### src/rtl/zigbee_pkg.sv
// Shared constants, state encoding and line classifier for the AT response parser.
package zigbee_pkg;

  localparam logic [7:0] CHAR_CR = 8'h0D;
  localparam logic [7:0] CHAR_LF = 8'h0A;

  localparam logic [1:0] RESP_NONE  = 2'b00;
  localparam logic [1:0] RESP_OK    = 2'b01;
  localparam logic [1:0] RESP_ERROR = 2'b10;
  localparam logic [1:0] RESP_OTHER = 2'b11;

  typedef enum logic [1:0] {
    ST_IDLE,
    ST_WAIT_LINE,
    ST_CLASSIFY,
    ST_REPORT
  } state_t;

  // Maps a finished line (length, overflow flag, first five bytes) to a response code.
  function automatic logic [1:0] classify_line(input logic [4:0]      len,
                                               input logic            ovf,
                                               input logic [4:0][7:0] head);
    logic [1:0] code;
    code = RESP_OTHER;
    if (!ovf && len == 5'd2 && head[0] == 8'h4F && head[1] == 8'h4B)
      code = RESP_OK;
    else if (!ovf && len == 5'd5 && head[0] == 8'h45 && head[1] == 8'h52 &&
             head[2] == 8'h52 && head[3] == 8'h4F && head[4] == 8'h52)
      code = RESP_ERROR;
    return code;
  endfunction

endpackage

### src/rtl/zigbee_line_buffer.sv
// Line storage with write pointer: MAX_LINE x 8, synchronous write, asynchronous read.
module zigbee_line_buffer #(
  parameter int MAX_LINE = 16
) (
  input  logic            clk,
  input  logic            reset_n,
  input  logic            i_Clear,
  input  logic            i_Wr_En,
  input  logic [7:0]      i_Byte,
  input  logic [3:0]      i_Rd_Addr,
  output logic [7:0]      o_Rd_Data,
  output logic [4:0]      o_Len,
  output logic            o_Full,
  output logic [4:0][7:0] o_Head
);

  localparam int AW = (MAX_LINE > 1) ? $clog2(MAX_LINE) : 1;

  logic [7:0] r_Mem [MAX_LINE];
  logic [4:0] r_Len;
  logic       w_Full;

  assign w_Full    = (r_Len == 5'(MAX_LINE));
  assign o_Full    = w_Full;
  assign o_Len     = r_Len;
  assign o_Rd_Data = r_Mem[i_Rd_Addr];
  assign o_Head    = {r_Mem[4], r_Mem[3], r_Mem[2], r_Mem[1], r_Mem[0]};

  // Write pointer: cleared on arm, advances per stored byte until the buffer is full.
  always_ff @(posedge clk or negedge reset_n) begin
    if (!reset_n)
      r_Len <= '0;
    else if (i_Clear)
      r_Len <= '0;
    else if (i_Wr_En && !w_Full)
      r_Len <= r_Len + 5'd1;
  end

  // Byte storage: no reset needed, stale entries beyond the length are don't-care.
  always_ff @(posedge clk) begin
    if (i_Wr_En && !w_Full)
      r_Mem[r_Len[AW-1:0]] <= i_Byte;
  end

endmodule

### src/rtl/zigbee_at_response_parser.sv
// Awaits one AT response line after an arm request, classifies it, or times out.
module zigbee_at_response_parser
  import zigbee_pkg::*;
#(
  parameter int CLOCK_FREQ     = 100_000_000,
  parameter int TIMEOUT_CYCLES = 100_000_000,
  parameter int MAX_LINE       = 16
) (
  input  logic       clk,
  input  logic       reset_n,
  input  logic       i_Data_Valid,
  input  logic [7:0] i_Byte,
  input  logic       i_Arm,
  output logic       o_Busy,
  output logic       o_Resp_Valid,
  output logic [1:0] o_Resp_Code,
  output logic       o_Timeout,
  output logic [4:0] o_Line_Len,
  output logic       o_Overflow,
  input  logic [3:0] i_Rd_Addr,
  output logic [7:0] o_Rd_Data
);

  localparam int             TW       = $clog2(TIMEOUT_CYCLES + 1);
  localparam logic [TW-1:0]  TMO_LAST = TW'(TIMEOUT_CYCLES - 1);

  if (CLOCK_FREQ < 1) begin : g_bad_clock
    $error("CLOCK_FREQ must be positive");
  end

  state_t          r_State, w_Next_State;
  logic [TW-1:0]   r_Tmo_Cnt;
  logic            r_Timeout;
  logic            r_Overflow;
  logic [1:0]      r_Resp_Code;
  logic            w_Arm, w_Store, w_Tmo_Hit;
  logic [4:0]      w_Len;
  logic            w_Full;
  logic [4:0][7:0] w_Head;

  zigbee_line_buffer #(.MAX_LINE(MAX_LINE)) u_line_buffer (
    .clk       (clk),
    .reset_n   (reset_n),
    .i_Clear   (w_Arm),
    .i_Wr_En   (w_Store),
    .i_Byte    (i_Byte),
    .i_Rd_Addr (i_Rd_Addr),
    .o_Rd_Data (o_Rd_Data),
    .o_Len     (w_Len),
    .o_Full    (w_Full),
    .o_Head    (w_Head)
  );

  // State register.
  always_ff @(posedge clk or negedge reset_n) begin
    if (!reset_n)
      r_State <= ST_IDLE;
    else
      r_State <= w_Next_State;
  end

  // Next state and control strobes; an accepted CR takes priority over the timeout terminal count.
  always_comb begin
    w_Next_State = r_State;
    w_Arm        = 1'b0;
    w_Store      = 1'b0;
    w_Tmo_Hit    = 1'b0;
    o_Busy       = 1'b0;
    o_Resp_Valid = 1'b0;
    case (r_State)
      ST_IDLE: begin
        if (i_Arm) begin
          w_Arm        = 1'b1;
          w_Next_State = ST_WAIT_LINE;
        end
      end
      ST_WAIT_LINE: begin
        o_Busy = 1'b1;
        if (i_Data_Valid && i_Byte == CHAR_CR && w_Len != 5'd0) begin
          w_Next_State = ST_CLASSIFY;
        end else begin
          if (i_Data_Valid && i_Byte != CHAR_CR && i_Byte != CHAR_LF)
            w_Store = 1'b1;
          if (r_Tmo_Cnt == TMO_LAST) begin
            w_Tmo_Hit    = 1'b1;
            w_Next_State = ST_IDLE;
          end
        end
      end
      ST_CLASSIFY: begin
        o_Busy       = 1'b1;
        w_Next_State = ST_REPORT;
      end
      ST_REPORT: begin
        o_Busy       = 1'b1;
        o_Resp_Valid = 1'b1;
        w_Next_State = ST_IDLE;
      end
      default: w_Next_State = ST_IDLE;
    endcase
  end

  // Timeout counter, timeout strobe, overflow flag and response code.
  always_ff @(posedge clk or negedge reset_n) begin
    if (!reset_n) begin
      r_Tmo_Cnt   <= '0;
      r_Timeout   <= 1'b0;
      r_Overflow  <= 1'b0;
      r_Resp_Code <= RESP_NONE;
    end else begin
      r_Timeout <= w_Tmo_Hit;
      if (w_Arm) begin
        r_Tmo_Cnt   <= '0;
        r_Overflow  <= 1'b0;
        r_Resp_Code <= RESP_NONE;
      end else begin
        if (r_State == ST_WAIT_LINE)
          r_Tmo_Cnt <= r_Tmo_Cnt + 1'b1;
        if (w_Store && w_Full)
          r_Overflow <= 1'b1;
        if (r_State == ST_CLASSIFY)
          r_Resp_Code <= classify_line(w_Len, r_Overflow, w_Head);
      end
    end
  end

  assign o_Timeout   = r_Timeout;
  assign o_Overflow  = r_Overflow;
  assign o_Resp_Code = r_Resp_Code;
  assign o_Line_Len  = w_Len;

endmodule

### config.mk
export PLATFORM = sky130hd
export DESIGN_NAME = zigbee_at_response_parser
export DESIGN_NICKNAME = d
export VERILOG_FILES = /design/src/rtl/zigbee_pkg.sv /design/src/rtl/zigbee_line_buffer.sv /design/src/rtl/zigbee_at_response_parser.sv
export SDC_FILE = /design/constraint.sdc
export NUM_CORES = 1
export LEC_CHECK = 0
export ABC_AREA = 1
export CAP_MARGIN = 20
export CORE_ASPECT_RATIO = 1.5
export CORE_MARGIN = 2
export CORE_UTILIZATION = 60
export CTS_BUF_LIST = sky130_fd_sc_hd__clkbuf_2
export DETAILED_ROUTE_END_ITERATION = 10
export PLACE_DENSITY = 0.79
export REMOVE_ABC_BUFFERS = 1
export SLEW_MARGIN = 20
export SYNTH_ARGS = -nofsm -noshare
export SYNTH_HDL_FRONTEND = slang
export SYNTH_HIERARCHICAL = 1
export SYNTH_SLANG_ARGS = --single-unit
### constraint.sdc
create_clock -name clk -period 2.4 [get_ports clk]
set_input_delay 0.48 -clock clk [delete_from_list [all_inputs] [get_ports clk]]
set_output_delay 0.48 -clock clk [all_outputs]
set_load 0.02 [all_outputs]
Word-level counts from Yosys, hierarchy flattened
Memory sizes are Yosys's and may differ from the RTL's.
Cells that the tools add are included.
{ "totals": {"ramBits": 128, "regBits": 38, "memories": 1, "output_inout_bits": 19, "in_bits": 16, "word_cells": 79} }
{ "op_classes": {"n_eq_ne": 19, "muxes": 26, "reduce_logical": 25, "addsub": 2} }
{ "mem_list": {"columns": ["memory", "depth", "word_bits", "rd", "rd_clocked_by_memory_dff", "wr", "line", "text"], "rows": [
  ["u_line_buffer.r_Mem", 16, 8, 6, 0, 1, "zigbee_line_buffer.sv:19", "logic [7:0] r_Mem [MAX_LINE];"]
]} }
{ "ops": {"columns": ["operator", "count"], "rows": [
  ["$eq A8 B7 Y1 const B", 7],
  ["$mux W27", 2],
  ["$add A27 B1 Y27 const B", 1],
  ["$eq A27 B27 Y1 const B", 1],
  ["$ne A8 B4 Y1 const B", 2],
  ["$logic_and A1 B1 Y1", 15],
  ["$mux W1", 15],
  ["$mux W2", 6],
  ["$mux W5", 2],
  ["$eq A8 B4 Y1 const B", 1],
  ["$pmux W2 S4", 1],
  ["$reduce_bool A2 Y1", 4],
  ["$add A5 B1 Y5 const B", 1],
  ["$eq A5 B2 Y1 const B", 1],
  ["$eq A5 B3 Y1 const B", 1],
  ["$eq A5 B5 Y1 const B", 1],
  ["$reduce_bool A5 Y1", 1],
  ["$eq A2 B2 Y1 const B", 2],
  ["$ne A3 B3 Y1 const B", 1],
  ["$reduce_or A3 Y1", 1],
  ["$eq A2 B1 Y1 const B", 1],
  ["$logic_not A1 Y1", 2],
  ["$logic_not A2 Y1", 1],
  ["$ne A2 B2 Y1 const B", 1],
  ["$reduce_and A2 Y1", 1]
]} }

Logic depth before layout (Yosys ltp)
Gate-level depths: netlist (run 1).
{ "logic_depth": {"depth_word": 11, "ltp_mapped": 11, "mapped_depth_nobuf": 11} }

Cells and area by module
Netlist (run 1), hierarchy kept.
{ "by_module_without_submodules": {"columns": ["module", "n_inst", "area_each_um2", "seq_area_each_um2", "cells_per_inst"], "rows": [
  ["zigbee_line_buffer", 1, 5970.7, 3968.8, 602],
  ["zigbee_at_response_parser", 1, 2234.6, 825.8, 335]
]} }

Worst setup path before layout (run 1)
Ideal clock, no wire load.
{ "synth_timing": {"path_type": "reg2reg", "from": "register u_line_buffer.r_Len[0] (netlist: u_line_buffer/o_Len[0])", "to": "memory u_line_buffer.r_Mem[10][0], enable pin", "n_path_buf": 0, "period_less_slack_ns": 1.985, "setup_time_ns": 0.324, "setup_slack_ns": 0.415, "stages_incl_launch_ff": 10, "t_arrival_ns": 1.661, "t_required_ns": 2.076, "cell_sequence": "dfrtp_1 > inv_1 > ha_1 > nand2_1 > inv_1 > a21oi_4 > inv_4 > nor2_4 > nand2_1 > inv_1"} }
{ "synth_via": {"elab_chain_len": 7, "word_cells_on_any_way": 9, "classes_between": "eq/ne (1); mux (4); reduce/logical (4)"} }
{ "synth_rtl": {"columns": ["item", "line", "text"], "rows": [
  ["start: declaration", "zigbee_line_buffer.sv:20", "logic [4:0] r_Len;"],
  ["start signal: assignment", "zigbee_line_buffer.sv:36", "r_Len <= r_Len + 5'd1;"],
  ["$reduce_bool A5 Y1", "zigbee_at_response_parser.sv:79", "if (i_Data_Valid && i_Byte == CHAR_CR && w_Len != 5'd0) begin"],
  ["$logic_and A1 B1 Y1", "zigbee_at_response_parser.sv:79", null],
  ["$mux W1", "zigbee_at_response_parser.sv:79", null],
  ["$mux W1", "zigbee_at_response_parser.sv:70", "case (r_State)"],
  ["$logic_and A1 B1 Y1", "zigbee_line_buffer.sv:41", "if (i_Wr_En && !w_Full)"],
  ["$mux W1", "zigbee_line_buffer.sv:41", null],
  ["$mux W1 (implied by the code)", "zigbee_line_buffer.sv:42", "r_Mem[r_Len[AW-1:0]] <= i_Byte;"],
  ["end: declaration", "zigbee_line_buffer.sv:19", null]
]} }
Several ways; a longest one is shown, not always the timed one.

==> flow_summary.toml, run 1 <==
[cells_and_area]
fin_nets = 1051
fin_area_um2 = 9860
layout.cells.non_filler = 1206
final_common_cell = "nand2_1"
synthToLayoutAreaGrowth_pct = 20.2
fillCellCount = 963
final_cell_mix = "nand2_1 (275), inv_1 (179), edfxtp_1 (128)"
layout-drive-gt1-share_pct = 17.6

[route]
wl_mm = 21.2
viasPerCell = 5.53
wl_per_cell_um = 17.6
drc = 0
first_iter_violations = 597
vias = 6672
dr.pass1.iters = 6
ant_nets = 0

[grt]
grt_max_degree = 39
overflow = 0
grt_antenna_before_repair = 1
grt.total_usage_pct = 29.9
grt_pass1_vias = 6480
grt_pass1_wl_mm = 33.0

[placement]
gp_congestion = 0.905
numPortBuffers = 34
dp.cells = 1159
place_ws_ps = -401
placed_cell_area_um2 = 9320
hpwl_mm = 14.7

[synth]
ys.flop_type = "edfxtp_1"
syn-cell-area_um2 = 8210
yosysTopAreaCellShare_pct = 46.8
ys_warn_count = 6
ys_seq_area_share_pct = 58.4
async_flop_share_pct = 22.9
synth_edf_count = 128
synth-seq-cells = 166
synth_cells = 937
synthTopCellsByArea = "edfxtp_1 (47%), nand2_1 (13%), dfrtp_1 (12%), inv_1 (8.2%), nand3_1 (7.4%)"
synth_largest_area_cell = "edfxtp_1"
synth_cell_types = 36
avgSynthCellArea_um2 = 8.76

[clocking]
htree_levels = 4
clockBufferDepth = 2
tritoncts = "done"
insertion_delay_ps = 740
cts_buffers = 17
cts_sinks = 166
clk_pin_slew_worst_paths_ps = 270
clock-root-buffer = "clkbuf_2"

[setup_path]
crit_type = "reg -> out"
crit_chain = "inv_1 -> nand2_1 -> nand3_2 -> nand3_1 -> nand3_2 -> nand2_2 -> buf_6"
cp_slowest_stage_delay_ps = 470
critPathArrivalTime_ps = 1790
cp-end-kind = "primary output"
cp-start-kind = "flip-flop"
path_max_fanout = 3
cp.required_ps = 1920
crit_top_cell = "nand3_2"
slowest_stage = "edfxtp_1"

[timing]
setup_violations = 0
slew_headroom_pct = 41.0
drv_slew = 0
whs_ps = 373
period_share_pct = 94.7
fin_crit_ps = 2270
setup_slack_ps = 127
hold_viol = 0
tns_ps = 0
rsz0062_at_grt = "true"
fin_worst_skew_ps = 45.5
fmax_mhz = 440
worstMarginPinSlew_ps = 885

[die]
die_width_um = 99.5
io_pins = 35
row_count = 52
start_util_pct = 61.2
die_area_um2 = 14600
core_um2 = 13400
die-height_um = 147

[min_path]
hold_path_class = "in -> async"

[power_and_ir_drop]
ir_worst_vdd_mv = 0.509
leakage_nw = 4.61
powerDensity_nw_per_um2 = 711

[outcome]
status = "finished clean"

[flow_run]
drv_cap = 0
## layer usage
layer	vias to the layer above	GRT usage [%]	wire length, µm
met4	0	13.4	996
met5	-	0	0
met3	68	5.42	1290
met1	3094	33.4	7600
met2	345	54.7	11300
li1	3165	-	-
## metrics by stage
step / util (%) / total power (W)
6_report: 73.6 / 0.00701
5_1_grt: 73.6 / 0.00733
4_1_cts: 71.5 / 0.00692
3_5_place_dp: 69.5 / 0.00549
3_3_place_gp: 69.5 / 0.00543
2_1_floorplan: - / 0.00462
## layout make-up
class | count | area, µm² | share of cell area [%]
Clock inverter | 15 | 144 | 1.46
Inverter | 184 | 696 | 7.05
Clock buffer | 17 | 85.1 | 0.863
Multi-Input combinational cell | 559 | 2790 | 28.3
Timing Repair Buffer | 102 | 1150 | 11.6
Sequential cell | 166 | 4800 | 48.6
Tap cell | 162 | 203 | 2.05
Antenna cell | 1 | 2.50 | 0.0254
## power breakdown
group          switching [W]  internal [W]  total, W
Combinational        0.00121      0.000734   0.00194
Clock                0.00105      0.000399   0.00145
Sequential          0.000205       0.00341   0.00362
## registers in the layout, summed over array words and instances (netlist names), named ones only
name and cells:
r_State 1, o_Timeout 1, r_Tmo_Cnt 27, o_Resp_Code 2, u_line_buffer/o_Len 5, o_Overflow 1, u_line_buffer/r_Mem 128
## synthesized netlist by cell type (3+ instances only)
cell        n
clkbuf_1    9
nand3_1   121
inv_1     179
nand3b_1    5
nand2_2     5
edfxtp_1  128
nor2_4      6
nand2_1   284
nor2_1     55
dfrtp_1    38
a21oi_1     6
nor2_2      3
buf_2      18
o21ai_1     3
nor3_1     14
nand4_1    14
ha_1        5
nor3_2      3
inv_2       3
o21ai_0    15
## kinds of logic (layout without fill, tap and decap cells)
logic type | count (synthesis) | count (layout) | share of synthesized area, %
and+or+nand+nor | 522 | 522 | 28.5
buffers and inverters | 212 | 318 | 10.0
AOI/OAI and AO/OA | 31 | 31 | 2.21
DFF | 166 | 166 | 58.4
adders and majority gates | 5 | 5 | 0.762
xor gates and xnor gates | 1 | 1 | 0.107
other | 0 | 1 | 0
## worst max-delay path, delay by kind of cell, from the launching register on
family	cells	cell delay [ps]
flops	1	470
buf+inv	2	200
simple gates	5	410
## final timing paths
check	startpoint	to	slack (ps)	cells past startpoint
worst max-delay path	u_line_buffer/r_Mem[1][4]	o_Rd_Data[4]	130	7
worst min-delay path	reset_n	r_Tmo_Cnt[18]	370	2
worst max register to register	flip-flop	u_line_buffer/r_Mem[0][0]	210	12
worst min register to register	r_Tmo_Cnt[2]	r_Tmo_Cnt[2]	570	2
max in group asynchronous	reset_n	u_line_buffer/o_Len[3]	1410	2
min in group clk	i_Data_Valid	flip-flop	430	3
## repair_timing
item | CTS | global route
hold buffers | 1 | 0
setup endpoints to repair | 15 | 11
setup buffers | 7 | 6
resized for setup | 43 | 58
pin swaps | 0 | 13
hold endpoints to repair | 38 | 0
(Power assumes the default switching activity.)
==> inputs of run 2 (changes only) <==
--- a/config.mk
+++ b/config.mk
@@ -14,3 +14,4 @@
 export DETAILED_ROUTE_END_ITERATION = 10
-export PLACE_DENSITY = 0.79
+export DONT_BUFFER_PORTS = 1
+export PLACE_DENSITY = 0.76
 export REMOVE_ABC_BUFFERS = 1
--- a/constraint.sdc
+++ b/constraint.sdc
@@ -3,2 +3,2 @@
 set_output_delay 0.48 -clock clk [all_outputs]
-set_load 0.02 [all_outputs]
+set_load 0.05 [all_outputs]
==> run 2 against run 1 <==
Effect of this change: critical path depth stayed put; clock-buffer cell count is 1 higher; worst hold slack worse by 270 ps; die area stayed put; total power is 0.62% higher; global-route usage is 0.32 points lower; design area is 5.6% lower; via count is 4.0% lower; core utilization is 4.1 points lower; largest power group unchanged; critical path type unchanged; largest cell class unchanged; sequential share of layout area is 2.8 points higher.
==> flow_summary.toml, run 2 (synthesized netlist as in run 1, its figures left out) <==
[setup_path]
path_max_fanout = 2
cp-start-kind = "flip-flop"
critPathArrivalTime_ps = 1840
cp.required_ps = 1920
cp-end-kind = "primary output"
critPathLaunch = "u_line_buffer/r_Mem[1][6]"
crit_type = "reg -> out"

[die]
die_area_um2 = 14600
start_util_pct = 61.2
row_count = 52
die-height_um = 147
io_pins = 35
core_um2 = 13400
die_width_um = 99.5

[route]
ant_nets = 0
wl_mm = 21.0
first_iter_violations = 652
viasPerCell = 5.60
drc = 0
wl_per_cell_um = 18.3
vias = 6407
dr.pass1.iters = 6

[clocking]
clock-root-buffer = "clkbuf_2"
tritoncts = "done"
cts_buffers = 17
clockBufferDepth = 2
cts_sinks = 166
clk_pin_slew_worst_paths_ps = 240
htree_levels = 4
insertion_delay_ps = 750

[cells_and_area]
final_common_cell = "nand2_1"
layout-drive-gt1-share_pct = 16.2
fin_area_um2 = 9310
fin_nets = 990
synthToLayoutAreaGrowth_pct = 13.5
final_cell_mix = "nand2_1 (272), inv_1 (176), edfxtp_1 (128)"
largest_register_ffs = 128
final_util_pct = 69.5

[grt]
overflow = 0
grt_pass1_vias = 6161
grt_pass1_wl_mm = 32.1
grt_max_degree = 66
grt_antenna_before_repair = 1
grt.total_usage_pct = 29.6

[power_and_ir_drop]
powerDensity_nw_per_um2 = 758
ir_worst_vdd_mv = 0.444
leakage_nw = 4.30
total_power_w = 0.00706

[placement]
numPortBuffers = 0
placed_cell_area_um2 = 8570
place_ws_ps = 344
hpwl_mm = 13.7
gp_congestion = 0.898

[timing]
period_share_pct = 96.9
hold_viol = 0
setup_violations = 0
fmax_mhz = 430
worstMarginPinSlew_ps = 990
slew_headroom_pct = 33.8
rsz0062_at_grt = "true"
fin_crit_ps = 2320
tns_ps = 0
fin_worst_skew_ps = 22.1
drv_slew = 0
setup_slack_ps = 75.4

[min_path]
hold_path_class = "in -> reg"
min-delay-start = "i_Byte[1]"

[outcome]
status = "finished clean"

[flow_run]
drv_cap = 0
-- run 2: changes by cell type in the layout (fill, tap and decap cells not counted), sizes merged, moves of 3 or more --
| cell | before | now |
|---|---|---|
| buf | 77 | 31 |
| clkdlybuf4s50 | 16 | 0 |
| dlymetal6s2s | 3 | 0 |
| dlygate4sd3 | 1 | 10 |
| dlygate4sd2 | 5 | 0 |
-- run 2: worst max-delay path, stage by stage (launching register included) --
cell and delay, ps:
edfxtp_1 450, inv_2 90, nand2_1 80, nand3_2 100
nand3_1 100, nand3_2 90, nand2_4 60, buf_12 140
-- run 2: path summary, 6_finish.rpt --
check,to,slack [ps],cells past startpoint
max reg2reg,u_line_buffer/r_Mem[4][2],290,11
max in group asynchronous,r_Tmo_Cnt[18],2050,2
min reg2reg,r_Tmo_Cnt[26],560,2
max,o_Rd_Data[6],80,7
min,o_Overflow,100,4
min in group asynchronous,r_Tmo_Cnt[2],140,2
-- run 2: routing by layer --
metal / vias to the layer above / wire, µm / global-route usage (%)
met1: 2997 / 7150 / 32.4
met5: - / 0 / 0
met2: 284 / 11200 / 52.8
met4: 0 / 1110 / 15.8
li1: 3037 / - / -
met3: 89 / 1580 / 6.23
-- run 2: where the power goes --
group | internal, W | switching (W) | total, W
Clock | 0.000597 | 0.000999 | 0.00160
Sequential | 0.00341 | 0.000253 | 0.00366
Combinational | 0.000559 | 0.00124 | 0.00180
Total | 0.00457 | 0.00249 | 0.00706
-- run 2: layout make-up --
class / count / area [µm²]
Timing Repair Buffer: 41 / 470
Clock inverter: 14 / 173
Fill cell: 990 / 4090
Multi-Input combinational cell: 559 / 2890
Inverter: 184 / 696
Antenna cell: 1 / 2.50
Sequential cell: 166 / 4790
Tap cell: 162 / 203
Clock buffer: 18 / 90.1
-- run 2: per-stage QoR --
stage	hold slack (ps)	instances
after floorplan	184	909
after global placement	185	1093
after detailed placement	185	1093
after CTS	44.1	1139
after global routing	21.9	1145
final	97.9	1145
-- run 2: repair_timing --
item | 4_1_cts | 5_1_grt
setup endpoints to repair | 6 | 8
hold buffers | 11 | 0
hold endpoints to repair | 168 | 0
buffers inserted | 3 | 5
gates resized for setup | 7 | 61
pin swaps | 0 | 16
==> inputs of run 3 (changes only) <==
- CORE_UTILIZATION: 60 -> 65
- MAX_ROUTING_LAYER: unset -> met4
- PLACE_DENSITY: 0.76 -> 0.81
==> run 3 against run 2 <==
Effect of this change: clock power fell by 7%; fmax fell by 0.83%; worst hold slack improved by 21 ps.
==> flow_summary.toml, run 3 (synthesized netlist as in run 1, its figures left out) <==
[timing]
period_share_pct = 97.7
hold_viol = 0
rsz0062_at_grt = "true"
worstMarginPinSlew_ps = 872
fmax_mhz = 427
tns_ps = 0
setup_slack_ps = 55.8
fin_worst_skew_ps = 36.4
setup_violations = 0
drv_slew = 0
whs_ps = 119
slew_headroom_pct = 41.7
fin_crit_ps = 2340

[outcome]
status = "finished clean"

[die]
row_count = 50
die_width_um = 95.7
core_um2 = 12400
start_util_pct = 66.2
die-height_um = 142
die_area_um2 = 13600
io_pins = 35

[setup_path]
crit_chain = "inv_1 -> nand2_1 -> nand3_1 -> nand3_1 -> nand3_1 -> nand2_1 -> buf_12"
slowest_stage = "edfxtp_1"
crit_top_cell = "nand3_1"
cp.required_ps = 1920
crit_type = "reg -> out"
cp_top_family = "simple AND/OR/NAND/NOR gates"
path_max_fanout = 1
cp-start-kind = "flip-flop"
ff2ff_setup_slack_ps = 220
cp_slowest_stage_delay_ps = 420
critPathArrivalTime_ps = 1860
reg2reg_to = "u_line_buffer/r_Mem[8][7]"
cp-end-kind = "primary output"
reg2reg_depth = 11
crit_buf_inv = 2

[cells_and_area]
final_cell_mix = "nand2_1 (276), inv_1 (177), edfxtp_1 (128)"
final_common_cell = "nand2_1"
synthToLayoutAreaGrowth_pct = 11.3
fin_nets = 991
layout.cells.non_filler = 1140
largest_register_ffs = 128
layout-drive-gt1-share_pct = 13.2
final_util_pct = 73.7

[clocking]
cts_sinks = 166
insertion_delay_ps = 730
htree_levels = 4
cts_buffers = 17
clock-root-buffer = "clkbuf_2"
clockBufferDepth = 2
tritoncts = "done"
clk_pin_slew_worst_paths_ps = 250

[placement]
numPortBuffers = 0
gp_congestion = 0.958
place_ws_ps = 246
hpwl_mm = 13.4
dp.cells = 1087

[power_and_ir_drop]
leakage_nw = 4.23
powerDensity_nw_per_um2 = 756
ir_worst_vdd_mv = 0.534

[min_path]
min_to = "o_Overflow"
min-delay-start = "i_Byte[1]"
hold_path_class = "in -> reg"
min_path_cells = 4

[grt]
grt.total_usage_pct = 32.4
grt_max_degree = 66
grt_pass1_wl_mm = 31.1
grt_antenna_before_repair = 1
grt_pass1_vias = 6201
overflow = 0

[route]
ant_nets = 0
vias = 6343
wl_per_cell_um = 17.9
viasPerCell = 5.56
dr.pass1.iters = 6
first_iter_violations = 575
drc = 0
wl_mm = 20.4

[flow_run]
drv_cap = 0
run 3: cell count changes in the layout (fill, tap and decap cells not counted), sizes merged:
cell / before / now
inv: 188 / 189
bufinv: 3 / 2
buf: 31 / 32
clkinv: 5 / 4
clkinvlp: 2 / 3
run 3: timing repair:
item | CTS | global route
hold buffers | 11 | 0
setup buffers | 1 | 8
gates resized for setup | 2 | 35
hold endpoints to repair | 169 | 0
endpoints found under the setup margin | 2 | 8
pin swaps | 0 | 20
run 3: worst max-delay path by stage:
stage | slack, ps | end | depth (start not counted) | from
5_1_grt | -70 | o_Rd_Data[7] | 7 | u_line_buffer/r_Mem[1][7]
4_1_cts | 4 | o_Rd_Data[5] | 7 | u_line_buffer/r_Mem[0][5]
3_3_place_gp | 260 | u_line_buffer/r_Mem[14][0] | 11 | flip-flop
3_5_place_dp | 250 | u_line_buffer/r_Mem[14][2] | 11 | flip-flop
6_report | 60 | o_Rd_Data[7] | 7 | u_line_buffer/r_Mem[10][7]
2_1_floorplan | 160 | u_line_buffer/r_Mem[10][0] | 9 | u_line_buffer/o_Len[0]
run 3: worst min-delay path: stages:
cell and delay (ps):
nand3_1 50, nor2_1 120, nand3b_1 130, a21oi_1 60
run 3: layout make-up:
| cell class | instances | area, µm² |
|---|---|---|
| inverter | 184 | 696 |
| tap | 156 | 195 |
| timing repair buffer | 42 | 465 |
| clock inverter | 14 | 149 |
| sequential | 166 | 4790 |
| clock buffer | 18 | 90.1 |
| antenna | 1 | 2.50 |
| fill | 922 | 3250 |
| multi-input combinational | 559 | 2740 |
run 3: where the power goes:
group          total [W]  switching [W]  internal [W]
Sequential       0.00367       0.000256       0.00341
Combinational    0.00176        0.00121      0.000547
Clock            0.00149       0.000993      0.000492
run 3: per-stage QoR:
stage / total power (W) / area (µm²)
final: 0.00691 / 9140
after global routing: 0.00723 / 9140
after CTS: 0.00685 / 8920
after detailed placement: 0.00532 / 8550
after global placement: 0.00527 / 8550
after floorplan: 0.00479 / 8080
run 3: per-layer routing:
layer / share of wire [%] / vias up / GRT usage, %
li1: - / 3049 / -
met4: 6.8 / 0 / 21.1
met3: 7.6 / 92 / 7.75
met2: 51 / 287 / 53.6
met5: 0 / - / -
met1: 34 / 2915 / 34.0
